[src/rtl/rtc_disp_sel.sv]
// rtc_disp_sel: snapshots the six BCD RTC fields tear-free, selects a time or
// date view (auto toggle every AUTO_SEC RTC seconds or on key press) and
// drives the 24-bit BCD display word plus the decimal-point mask.
// Optional feature macro: RTC_DISP_12H_EN (12 h hour display with PM point).
module rtc_disp_sel #(
    parameter int unsigned CLK_FREQ = 50_000_000,
    parameter int unsigned AUTO_SEC = 5
) (
    input  logic        clk,
    input  logic        rst,
    input  logic        key_press,
    input  logic [7:0]  sec,
    input  logic [7:0]  min,
    input  logic [7:0]  hour,
    input  logic [7:0]  day,
    input  logic [7:0]  mon,
    input  logic [7:0]  year,
    output logic [23:0] disp_data,
    output logic [5:0]  point,
    output logic        view_date,
    output logic        bcd_err
);

    localparam int unsigned HALF   = CLK_FREQ / 2;
    localparam int unsigned BW     = ($clog2(HALF + 1) > 0) ? $clog2(HALF + 1) : 1;
    localparam int unsigned CW     = ($clog2(AUTO_SEC + 1) > 0) ? $clog2(AUTO_SEC + 1) : 1;
    localparam logic [5:0]  PT_ON  = 6'b010100;

    typedef enum logic {TIME, DATE} view_t;

    view_t          state, state_nxt;
    logic [CW-1:0]  sec_cnt, sec_cnt_nxt;
    logic [47:0]    snap_in, cur, shadow;
    logic [7:0]     sec_seen;
    logic           sec_tick;
    logic [BW-1:0]  blink, blink_nxt;
    logic           blink_on;
    logic           bcd_bad;
    logic [7:0]     hour_disp;
    logic           pm;
    logic [5:0]     point_nxt;

    assign snap_in = {year, mon, day, hour, min, sec};

    // Capture every edge; promote to shadow only once two samples agree.
    always_ff @(posedge clk or posedge rst) begin
        if (rst) begin
            cur    <= '0;
            shadow <= '0;
        end else begin
            cur <= snap_in;
            if (cur == snap_in && cur != shadow)
                shadow <= cur;
        end
    end

    // Remember last seen shadow seconds to detect RTC second ticks.
    always_ff @(posedge clk or posedge rst) begin
        if (rst) sec_seen <= '0;
        else     sec_seen <= shadow[7:0];
    end

    assign sec_tick = (shadow[7:0] != sec_seen);

    // View state register and second counter.
    always_ff @(posedge clk or posedge rst) begin
        if (rst) begin
            state   <= TIME;
            sec_cnt <= '0;
        end else begin
            state   <= state_nxt;
            sec_cnt <= sec_cnt_nxt;
        end
    end

    // Next view: key press wins over the tick, so a coincident expiry toggles once.
    always_comb begin
        state_nxt   = state;
        sec_cnt_nxt = sec_cnt;
        if (key_press) begin
            state_nxt   = (state == TIME) ? DATE : TIME;
            sec_cnt_nxt = '0;
        end else if (sec_tick && AUTO_SEC != 0) begin
            if (32'(sec_cnt) + 32'd1 == AUTO_SEC) begin
                state_nxt   = (state == TIME) ? DATE : TIME;
                sec_cnt_nxt = '0;
            end else begin
                sec_cnt_nxt = sec_cnt + CW'(1);
            end
        end
    end

    // View output decode.
    always_comb begin
        view_date = (state == DATE);
    end

    // Blink counter next value: restart on tick, saturate at the half-second point.
    always_comb begin
        if (sec_tick)                 blink_nxt = '0;
        else if (blink == BW'(HALF))  blink_nxt = blink;
        else                          blink_nxt = blink + BW'(1);
        blink_on = (32'(blink_nxt) < HALF);
    end

    // Blink counter register.
    always_ff @(posedge clk or posedge rst) begin
        if (rst) blink <= '0;
        else     blink <= blink_nxt;
    end

    // Flag any shadow nibble outside 0..9.
    always_comb begin
        bcd_bad = 1'b0;
        for (int unsigned i = 0; i < 12; i++)
            if (shadow[4*i +: 4] > 4'd9) bcd_bad = 1'b1;
    end

    // Hour digits for the time view.
`ifdef RTC_DISP_12H_EN
    logic [7:0] hour_bin;
    logic [7:0] hour_12;
    always_comb begin
        hour_bin = {4'd0, shadow[23:20]} * 8'd10 + {4'd0, shadow[19:16]};
        pm       = (hour_bin >= 8'd12);
        if (hour_bin == 8'd0)      hour_12 = 8'd12;
        else if (hour_bin > 8'd12) hour_12 = hour_bin - 8'd12;
        else                       hour_12 = hour_bin;
        if (hour_12 >= 8'd10) hour_disp = {4'd1, 4'(hour_12 - 8'd10)};
        else                  hour_disp = {4'd0, hour_12[3:0]};
    end
`else
    always_comb begin
        hour_disp = shadow[23:16];
        pm        = 1'b0;
    end
`endif

    // Point mask for the current view.
    always_comb begin
        point_nxt = '0;
        if (state == DATE || blink_on) point_nxt = PT_ON;
        if (state == TIME && pm)       point_nxt[0] = 1'b1;
    end

    // Registered display outputs.
    always_ff @(posedge clk or posedge rst) begin
        if (rst) begin
            disp_data <= '0;
            point     <= '0;
            bcd_err   <= 1'b0;
        end else begin
            bcd_err <= bcd_bad;
            point   <= point_nxt;
            if (bcd_bad)            disp_data <= '0;
            else if (state == DATE) disp_data <= shadow[47:24];
            else                    disp_data <= {hour_disp, shadow[15:0]};
        end
    end

endmodule

[config.mk]
export PLATFORM = sky130hd
export DESIGN_NAME = rtc_disp_sel
export DESIGN_NICKNAME = d
export VERILOG_FILES = /design/src/rtl/rtc_disp_sel.sv
export SDC_FILE = /design/constraint.sdc
export NUM_CORES = 1
export LEC_CHECK = 0
export CORE_UTILIZATION = 33
export CTS_CLUSTER_DIAMETER = 100
export DETAILED_ROUTE_END_ITERATION = 12
export DONT_BUFFER_PORTS = 1
export SKIP_CTS_REPAIR_TIMING = 1
export SLEW_MARGIN = 10
export SYNTH_ARGS = -nofsm -noshare
export SYNTH_HDL_FRONTEND = slang
export SYNTH_SLANG_ARGS = --single-unit
[constraint.sdc]
create_clock -name clk -period 5.2 [get_ports clk]
set_input_delay 1.04 -clock clk [delete_from_list [all_inputs] [get_ports clk]]
set_output_delay 1.04 -clock clk [all_outputs]
set_load 0.01 [all_outputs]
# Word level (Yosys, flattened, before mapping)
# Index checks and enable logic that the tools add are counted.
[op_classes] n_addsub=3 n_lt_le_gt_ge=13 n_eq_ne=5 n_mux=24 n_reduce_logical=5
[op_table] op="two-way mux 25 bit" count=2
[op_table] op="== test 48 bit" count=1
[op_table] op="greater-than comparator 4 bit, second input constant" count=12
[op_table] op="two-way mux 24 bit" count=2
[op_table] op="inequality test 48 bit" count=1
[op_table] op="adder 25 x 1 -> 25 bit, second input constant" count=1
[op_table] op="== test 25 bit, second input constant" count=1
[op_table] op="less-than comparator 25 bit, second input constant" count=1
[op_table] op="two-way mux 1 bit" count=16
[op_table] op="two-way mux 3 bit" count=3
[op_table] op="inequality test 8 bit" count=1
[op_table] op="two-way mux 5 bit" count=1
[op_table] op="adder 3 x 1 -> 4 bit, second input constant" count=1
[op_table] op="== test 4 x 3 -> 1 bit, second input constant" count=1
[op_table] op="nonzero test 2 bit" count=2
[op_table] op="adder 3 x 1 -> 3 bit, second input constant" count=1
[op_table] op="AND reduction 2 bit" count=1
[op_table] op="logical AND 1 bit" count=1
[op_table] op="logical OR 1 bit" count=1
[totals] reg_bits=163 input_bits=51 word_cells=59

# Longest topological paths before layout
[logic_depth] word_depth=14 depth_mapped=9

# Worst setup path after synthesis
# OpenSTA, ideal clock, no wires.
[synth_timing] path_kind="input -> register" from="in sec[5]" to="reg shadow[14]" setup_ps=127 arrival_time_ps=2537 t_required_ps=5073 setup_slack_ps=2535 cell_stages=7 cell_sequence="xor2_1 -> nor4_1 -> nand4_1 -> nor4_2 -> buf_6 -> buf_6 -> mux2_1"
[synth_between] elab_chain_cells=2
[synth_lines] element="start, declared" line="12" source="input logic [7:0] sec,"
[synth_lines] element="== test 48 bit" line="52" source="if (cur == snap_in && cur != shadow)"
[synth_lines] element="logical AND 1 bit" line="52"
[synth_lines] element="end signal, assigned" line="53" source="shadow <= cur;"
[synth_lines] element="end, declared" line="33" source="logic [47:0] snap_in, cur, shadow;"
# No other way between the ends.
# A chain may end at the register's enable or synchronous reset.

# Final worst setup path
[layout_timing] from="in mon[6]" to="reg shadow[8]"
[layout_between] elab_chain_cells=2
[layout_lines] element="start, declared" line="16" source="input logic [7:0] mon,"
[layout_lines] element="== test 48 bit" line="52"
[layout_lines] element="logical AND 1 bit" line="52"
# No other way between the ends.

==> metrics.md <==
| Metric | Value |
|---|---|
| Crit path DAT | 3.54 ns |
| Initial Util | about 34% |
| # fillers | a little under 2000 |
| # port buffers | 0 |
| Vias in the first global route | between 4000 and 5000 |
| Largest net degree at the start of global routing | 160 |
| GRT Overall Usage | between 15 and 20% |
| Gate Count Post-Synth | roughly 570 |
| Final #Nets | around 630 |
| DRT Pass-1 Iters | 4 |
| DIE HEIGHT | approximately 150 um |
| Status | finished clean |
| CTS H-tree lvls | 4 |
| CTS Buf Count | 17 |
| Buf/Inv on CP | 1 |
| Max-slew headroom | 31.6% |
| Leak Pwr | around 4 nW |
| Final worst path period need | between 3 and 4 ns |
| Critical-path top delay cell | nor4_4 |
| Core footprint | just over 0.02 mm^2 |
| Stages on worst setup path | 6 |
| VDD IR max | between 0.2 and 0.3 mV |
| Max incr delay on CP | ~0.7 ns |
| First-pass GRT wire length | 25.5 mm |
| CTS tree | built |
| Initial DRC Count | 223 |
| Synth Register Bits | ~160 |
| Final setup violation count | 0 |
| Layout area overhead | 13.3% |
| Antenna viol nets, final | 0 |
| Routed WL | approximately 16 mm |
| Synth warn | 0 |
| Antenna violations before repair | 0 |
| Worst clock skew | 0.0132 ns |
| Worst setup SP type | primary input |
| Detailed placement HPWL | 11.3 mm |
| Vias per cell | roughly 5.0 |
| Syn_area_per_cell | about 12 um^2 |
| RSZ-0062 raised after global routing | no |
| PwrDens | approximately 350 mW/mm^2 |
| Final Cycle Share | between 60% and 70% |
| Clk slew on worst S/H paths | around 0.060 ns |
| Crit path max fanout | 21 |
| Required time of the critical path | 5.51 ns |
| Hold path depth | 0 |
| MaxCap Viol Count | 0 |
| Sequential fraction of the synthesis area | 56.8% |
| Routed via count | roughly 4300 |
| Fmax | 0.309 GHz |
| WL per Instance | around 18 um |
| R2R cell count | 6 |
| Delay-heaviest family, CP | simple AND/OR/NAND/NOR gates |
| Slew Limit Fails | 0 |
| Die Footprint | 0.0218 mm^2 |
| Io pins | between 80 and 90 |
| Setup TNS | 0 ns |
| Clock latency on the worst-skew pair | between 0.4 and 0.5 ns |
| Root Driver | clkbuf_16 |
| Final core occ | 38.7% |
| CP Cell Sequence | xor2_1, nor4_1, nand4_1, nor4_4, buf_4, mux2_2 |
| Worst-Margin Slew | about 1 ns |
| Post-synthesis cell type count | 38 |
| Total global routing overflow | 0 |
| Drc violations | 0 |
| RePlAce Congestion | about 0.84 |
| WS Path Type | primary input to flip-flop |
| Hold Fails Final Rpt | 0 |
| Crit path capture type | flip-flop |
| Hold WC Path Type | flip-flop to flip-flop |
| Area after DPL | between 0.007 and 0.008 mm^2 |
| Mapped Area | 0.00700 mm^2 |
| Inserted Diodes | 0 |
| Layout cells sized above 1 | between 10% and 20% |
| TritonCTS Sinks | roughly 160 |
| Cell area after layout | a little under 0.008 mm^2 |
| Rows | 52 |
| CTS Buffer Depth | 2 |
| Die width | between 100 and 150 um |
[through the flow]
step	cells	setup slack (ns)	hold slack [ns]	power, mW
final	861	1.96	0.495	2.80
after global routing	861	1.84	0.515	2.90
after CTS	861	1.93	0.500	2.83
after global placement	829	1.52	0.467	1.49
after floorplan	574	2.15	0.442	1.45
after detailed placement	829	1.48	0.486	1.49
[final timing paths]
path / from / endpoint / slack, ns
min reg2reg: shadow[0]$_DFFE_PP0P_ / sec_seen[0]$_DFF_PP0_ / 0.49
max reg2reg: cur[38]$_DFF_PP0_ / shadow[8]$_DFFE_PP0P_ / 2.11
max in group asynchronous: rst / blink[22]$_DFF_PP0_ / 3.84
min in group asynchronous: rst / disp_data[7]$_DFF_PP0_ / 0.72
min: shadow[0]$_DFFE_PP0P_ / sec_seen[0]$_DFF_PP0_ / 0.49
max: mon[6] / shadow[8]$_DFFE_PP0P_ / 1.96
[power breakdown]
part           internal [mW]  switching [mW]  total, mW  leakage [nW]
logic                 0.0690           0.108      0.177          1.51
clock network          0.806           0.531       1.34         0.301
registers               1.26          0.0293       1.29          2.09
[area by class of cell]
cell class	count	area (um^2)	area share (%)
Inverter	8	33.8	0.426
Clock buffer	20	467	5.88
Tap cell	270	338	4.26
Multi-Input combinational cell	388	2900	36.5
Sequential cell	159	3980	50.2
Timing Repair Buffer	4	42.5	0.536
Clock inverter	12	174	2.19
[synthesized netlist by cell type]
| library cell | n | area, um^2 |
|---|---|---|
| nor4_2 | 1 | 12.5 |
| inv_1 | 8 | 30.0 |
| o2111a_1 | 1 | 11.3 |
| mux2_2 | 28 | 315 |
| a21boi_0 | 1 | 7.51 |
| nand2_2 | 1 | 6.26 |
| clkbuf_1 | 8 | 30.0 |
| o211ai_1 | 1 | 7.51 |
| nor2_1 | 60 | 225 |
| buf_4 | 5 | 37.5 |
| buf_2 | 2 | 10.0 |
| and3_1 | 6 | 37.5 |
| dfrtp_1 | 159 | 3980 |
| nor4bb_1 | 1 | 10.0 |
| xnor2_1 | 10 | 87.6 |
| xor2_1 | 116 | 1020 |
| o21ai_1 | 2 | 10.0 |
| mux2i_1 | 25 | 250 |
| o21ai_0 | 17 | 85.1 |
| buf_1 | 1 | 3.75 |
| buf_6 | 3 | 33.8 |
| nand2_1 | 18 | 67.6 |
| conb_1 | 1 | 3.75 |
| nand4_1 | 11 | 68.8 |
| or3_1 | 3 | 18.8 |
| nor4_1 | 28 | 175 |
| nor3_1 | 8 | 40.0 |
| nor4b_1 | 2 | 17.5 |
| a21oi_1 | 6 | 30.0 |
| nand3_1 | 8 | 40.0 |
| nor3_4 | 1 | 16.3 |
| nand4_2 | 1 | 12.5 |
| nand2b_1 | 1 | 6.26 |
| nor2b_1 | 1 | 6.26 |
| nand3_2 | 1 | 10.0 |
| ha_1 | 4 | 50.1 |
| and4_1 | 1 | 8.76 |
| mux2_1 | 20 | 225 |
[kinds of logic after synthesis]
family | Yosys count | synth area share, %
flip-flops | 159 | 56.8
buffers and inverters | 27 | 2.07
multiplexers | 73 | 11.3
adder cells (fa/ha/maj) | 4 | 0.715
other | 1 | 0.0535
XOR/XNOR | 126 | 15.8
AND/OR/NAND/NOR | 153 | 11.1
AO/OA/AOI/OAI | 28 | 2.16
[sequential cells by signal, indices dropped and copies added, names as in the netlist]
| signal | cells |
|---|---|
| cur | 48 |
| shadow | 48 |
| blink | 25 |
| disp_data | 24 |
| sec_seen | 8 |
| sec_cnt | 3 |
| bcd_err | 1 |
| point | 1 |
| view_date | 1 |
[cell usage in the layout, fill, tap and decap left out, types with 17 or more instances in the layout]
cell type	netlist	final
xor2_1	116	116
nor2_1	60	60
clkbuf_16	0	17
nand2_1	18	18
mux2_2	28	28
dfrtp_1	159	159
mux2_1	20	20
o21ai_0	17	17
mux2i_1	25	25
nor4_1	28	28
[per-layer routing]
| layer | part of all wire (%) | global-route usage (%) | vias up |
|---|---|---|---|
| met2 | 49 | 25.1 | 106 |
| li1 | - | - | 1959 |
| met4 | 1.6 | 4.95 | 0 |
| met5 | 0 | 0 | - |
| met3 | 5.7 | 4.91 | 17 |
| met1 | 44 | 19.7 | 2180 |
Power figures use the tool's default switching activity.
